===== src/rtl/mips_cache_controller.sv =====
// rtl/mips_cache_controller.sv - miss fill and write-through engine between the data cache and the memory bus
module mips_cache_controller #(
    parameter int CNT_W = 16
) (
    input  logic             clk,
    input  logic             rst,
    input  logic [31:0]      addr,
    input  logic             read_en,
    input  logic             write_en,
    input  logic [31:0]      writedata,
    input  logic [3:0]       byte_en,
    input  logic             cache_stall,
    output logic [31:0]      data_in,
    output logic             data_valid,
    output logic             cpu_stall,
    output logic [31:0]      mem_address,
    output logic             mem_read,
    output logic             mem_write,
    output logic [3:0]       mem_byteenable,
    output logic [31:0]      mem_writedata,
    input  logic             mem_waitrequest,
    input  logic [31:0]      mem_readdata,
    output logic [CNT_W-1:0] miss_count
);

    typedef enum logic [2:0] {
        IDLE,
        RD_REQ,
        RD_WAIT,
        FILL,
        WR_REQ,
        WR_DONE
    } state_t;

    state_t state;
    state_t state_next;

    // The bus is word addressed; the byte offset of the CPU address is dropped.
    logic unused_addr_bits;
    assign unused_addr_bits = &{1'b0, addr[1:0]};

    assign mem_address    = {addr[31:2], 2'b00};
    assign mem_writedata  = writedata;
    assign mem_byteenable = mem_write ? byte_en : 4'b1111;

    // State register; reset aborts any bus cycle immediately because bus strobes decode from state.
    always_ff @(posedge clk or negedge rst) begin
        if (!rst) begin
            state <= IDLE;
        end else begin
            state <= state_next;
        end
    end

    // Capture the read word the cycle after the bus accepted the request.
    always_ff @(posedge clk or negedge rst) begin
        if (!rst) begin
            data_in <= '0;
        end else if (state == RD_WAIT) begin
            data_in <= mem_readdata;
        end
    end

    // Count one miss per fill, holding at all-ones.
    always_ff @(posedge clk or negedge rst) begin
        if (!rst) begin
            miss_count <= '0;
        end else if (state == FILL && miss_count != {CNT_W{1'b1}}) begin
            miss_count <= miss_count + CNT_W'(1);
        end
    end

    // Next-state decode and per-state bus/CPU strobes.
    always_comb begin
        state_next = state;
        cpu_stall  = 1'b1;
        mem_read   = 1'b0;
        mem_write  = 1'b0;
        data_valid = 1'b0;
        case (state)
            IDLE: begin
                cpu_stall = cache_stall | write_en;
                // A miss is always filled first, so a write miss becomes a write hit afterwards.
                if ((read_en || write_en) && cache_stall) begin
                    state_next = RD_REQ;
                end else if (write_en) begin
                    state_next = WR_REQ;
                end
            end
            RD_REQ: begin
                mem_read = 1'b1;
                if (!mem_waitrequest) begin
                    state_next = RD_WAIT;
                end
            end
            RD_WAIT: begin
                state_next = FILL;
            end
            FILL: begin
                data_valid = 1'b1;
                state_next = IDLE;
            end
            WR_REQ: begin
                mem_write = 1'b1;
                if (!mem_waitrequest) begin
                    state_next = WR_DONE;
                end
            end
            WR_DONE: begin
                // Single unstalled cycle lets the CPU retire the store.
                cpu_stall  = 1'b0;
                state_next = IDLE;
            end
            default: begin
                state_next = IDLE;
            end
        endcase
    end

endmodule


===== config.mk =====
export PLATFORM = sky130hd
export DESIGN_NAME = mips_cache_controller
export DESIGN_NICKNAME = d
export VERILOG_FILES = /design/src/rtl/mips_cache_controller.sv
export SDC_FILE = /design/constraint.sdc
export NUM_CORES = 1
export LEC_CHECK = 0
export BUFFER_PORTS_ARGS = -buffer_cell sky130_fd_sc_hd__clkbuf_2
export CAP_MARGIN = 15
export CORE_ASPECT_RATIO = 1.2
export CORE_MARGIN = 5
export CORE_UTILIZATION = 42
export CTS_CLUSTER_SIZE = 20
export DETAILED_ROUTE_END_ITERATION = 6
export GPL_ROUTABILITY_DRIVEN = 0
export MAX_ROUTING_LAYER = met4
export PLACE_DENSITY = 0.88
export SLEW_MARGIN = 20
export SYNTH_ARGS = -nofsm -noshare
export SYNTH_HDL_FRONTEND = slang
export SYNTH_SLANG_ARGS = --single-unit
export TNS_END_PERCENT = 1

===== constraint.sdc =====
create_clock -name clk -period 4.8 [get_ports clk]
set_input_delay 0.96 -clock clk [delete_from_list [all_inputs] [get_ports clk]]
set_output_delay 0.96 -clock clk [all_outputs]
set_load 0.01 [all_outputs]

==> impl_summary.md <==
Routing
The number of search-and-repair iterations in the first detailed-routing pass is 4. The number of DRC violations after detailed routing is 0. The total wire length is 5460 um. The detailed router's first-iteration violation count is 52. The per-cell routed wire length is 15.4 um. The via-per-instance ratio is between 4 and 5. The vias after detailed routing is 1726. The detail route stage leaves a number of antenna-violating nets equal to 0.

STA
The ratio of final minimum period to clock period is 56.4%. The tightest slew margin relative to the limit is 57.6%. The worst path meets setup with 2100 ps of slack. The total setup violations reported at the end of the flow is 0. The maximum clock skew at final layout is 6.62 ps. The number of failing hold endpoints at the final stage is 0. The final-report max-slew violation count was 0. Adding up every negative setup slack in the final design gives 0 ps.

The worst-margin pin slew is 637 ps. Setup repair after global routing left no endpoint under its margin. The highest clock rate is 370 MHz. The routed design could run at a clock period as short as roughly 2700 ps.

Run
The max-capacitance violation count is 0.

Die
The floorplan row count is 32. The core area is approximately 6300 um^2. Pin placement for this block handled 226 I/O pins.

The total die area is 8090 um^2. The floorplan step set the die width to about 83 um. The initial utilization of the core area, before any placement, comes to 42.4%. The y dimension of the die is 97.5 um.

Clock tree
Clock-pin slew was measured on the worst setup and hold paths at 80 ps. In this run, CTS created clock tree buffers numbering 5. TritonCTS built the clock tree. Clock latency on the worst-skew pair, taken at its later pin, is 290 ps. Hold repair after CTS inserted 0 buffers.

The cell at the root of the clock tree is clkbuf_8. CTS saw 51 sinks. The post-CTS setup-driven buffer insertion count is 0.

Post-CTS repair changed the size of 0 cells. The number of buffers on the longest clock path is 2. In this run the number of H-tree levels came out at 2.

Logic synthesis
After synthesis, the netlist uses 31 different library cells. The number of instances in the synthesized netlist is 232. The Yosys step of the flow raised 0 warnings. The summed instance area of the synthesized netlist is 2680 um^2. Of the synthesized area, sequential elements account for 47.6%.

The average cell area after synthesis is ~12 um^2. In this run, synthesis produced a sequential element count of 51.

Power and ir drop
The standby leakage power is 1.40 nW. The worst voltage drop across the vdd grid is 0.000298 V. In this run the power density over the cells is 551 nW/um^2.

Critical path
The arrival time at the worst endpoint is 1740 ps. For the worst flop-to-flop path, the logic depth is 4. STA classifies the critical path startpoint as a primary input. The worst setup path is of the in -> out kind. The launch instance of the worst register-to-register path is state[2].

The endpoint of the most critical register-to-register path is miss_count[15]. The minimum setup slack among reg-to-reg paths is 2880 ps. The endpoint type of the worst setup path is an output port. Data on the critical path is required at its endpoint by 3840 ps. Along the worst path, the maximum fanout reaches 3.

GRT
The pin count of the biggest net entering global routing is between 50 and 60. The number of antenna violations at the first check in global routing is 0. The number of global-route vias before repair is between 1500 and 2000. For this run the aggregate overflow at the end of global routing stands at 0. The first global-routing pass estimated 9330 um of wire. For this run, the total global-route usage over all layers was measured as about 15%.

Finish
The share of layout cells above drive strength 1 is 53.5%. The filler cell count is 601. The repair_antennas step left the layout with diodes totalling 0. The final cell area excluding filler cells is between 2000 and 3000 um^2. Compared with the post-synthesis result, the final layout area differs by 7.19%. The library cell used most frequently in the layout, excluding fill and tap cells, is clkbuf_2. The net count reported at finish is approximately 380.

In the layout the commonest cells are clkbuf_2, dfrtp_1, mux2_2.

Min path
The endpoint of the worst hold-timing path is data_in[0]. The type of the worst min-delay path is reg -> reg. The cell count of the worst hold path is 1. The start point of the worst min-delay path is data_in[0].

Placement
Port buffering added 97 buffers. Summing all placed instances gives a cell area of approximately 2800 um^2. The HPWL reported at the end of detailed placement is 4230 um. The setup slack after placement is roughly 2100 ps.

Run status
The flow ran to the end, and the final reports show no timing, DRC or antenna violations.
## worst max-delay path, stage by stage
cell      delay, ps
clkbuf_2        100
nor4_1          220
a21oi_1          60
or2_2           280
clkbuf_2        130
## cells in the mapped netlist (all sizes together)
master	n	share of area, %
nand2b	6	1.4
mux2	33	14
ha	1	0.47
nor3b	1	0.28
nand4	6	1.4
nand3	5	0.93
nor3	3	0.56
and3	4	1.1
or2	1	0.23
xor2	3	0.98
nor4	2	0.47
buf	70	20
nor2	5	0.70
a221o	1	0.37
or4b	1	0.37
o41ai	1	0.61
and4	3	0.98
or3b	1	0.33
dfrtp	51	48
conb	1	0.14
and3b	1	0.33
o21ai	6	1.1
or4	1	0.28
nand2	6	0.84
inv	4	0.56
a2111oi	1	0.56
a21oi	4	0.75
xnor2	10	3.3
## stage by stage
step | hold WS (ps) | total power [mW] | instances | util [%]
after floorplan | 507 | 1.13 | 233 | -
after global placement | 488 | 1.30 | 347 | 43.8
after detailed placement | 495 | 1.33 | 347 | 43.8
after CTS | 511 | 1.61 | 354 | 45.4
after global routing | 527 | 1.71 | 354 | 45.4
final | 510 | 1.58 | 354 | 45.4
## layout make-up
class,count,area (um^2),share of cell area [%]
clock buffers,6,72.6,2.53
clock inverters,1,30.0,1.04
inverters,4,15.0,0.522
multi-input cells,108,873,30.4
flip-flops and latches,51,1280,44.4
well taps,85,106,3.70
repair buffers,99,500,17.4
## registers in the layout, summed over array words and instances (netlist names)
name and flops:
miss_count 16, state 3, data_in 32
## cells by family (layout without fill, tap and decap cells)
| kind of cell | count (synthesis) | count (layout) | synth area share [%] |
|---|---|---|---|
| xor gates and xnor gates | 13 | 13 | 4.25 |
| DFF | 51 | 51 | 47.6 |
| other | 1 | 2 | 0.140 |
| AOI/OAI and AO/OA | 13 | 13 | 3.41 |
| adders and majority gates | 1 | 1 | 0.467 |
| muxes | 33 | 33 | 13.9 |
| and+or+nand+nor | 46 | 46 | 10.2 |
| buffers and inverters | 74 | 110 | 20.1 |
## routing by layer
metal	share of wire (%)	vias to the layer above	track usage [%]	wire length [um]
li1	-	794	-	-
met1	35	804	15.0	1890
met2	51	89	24.1	2770
met3	9.1	39	4.41	499
met4	5.5	0	9.18	299
met5	0	-	-	0
## report_power, final
part | switching [mW] | internal [mW] | total [mW]
combinational | 0.281 | 0.314 | 0.595
sequential | 0.107 | 0.597 | 0.704
clock | 0.131 | 0.153 | 0.284
## worst max path at each step
stage,start,end,slack [ps],cells after the start
detailed placement,write_en,cpu_stall,2100,5
finish,write_en,cpu_stall,2100,5
CTS,write_en,cpu_stall,2090,5
global route,write_en,cpu_stall,2030,5
floorplan,write_en,cpu_stall,2330,3
global placement,write_en,cpu_stall,2090,5
No activity file was read; power rests on OpenSTA's default activity.
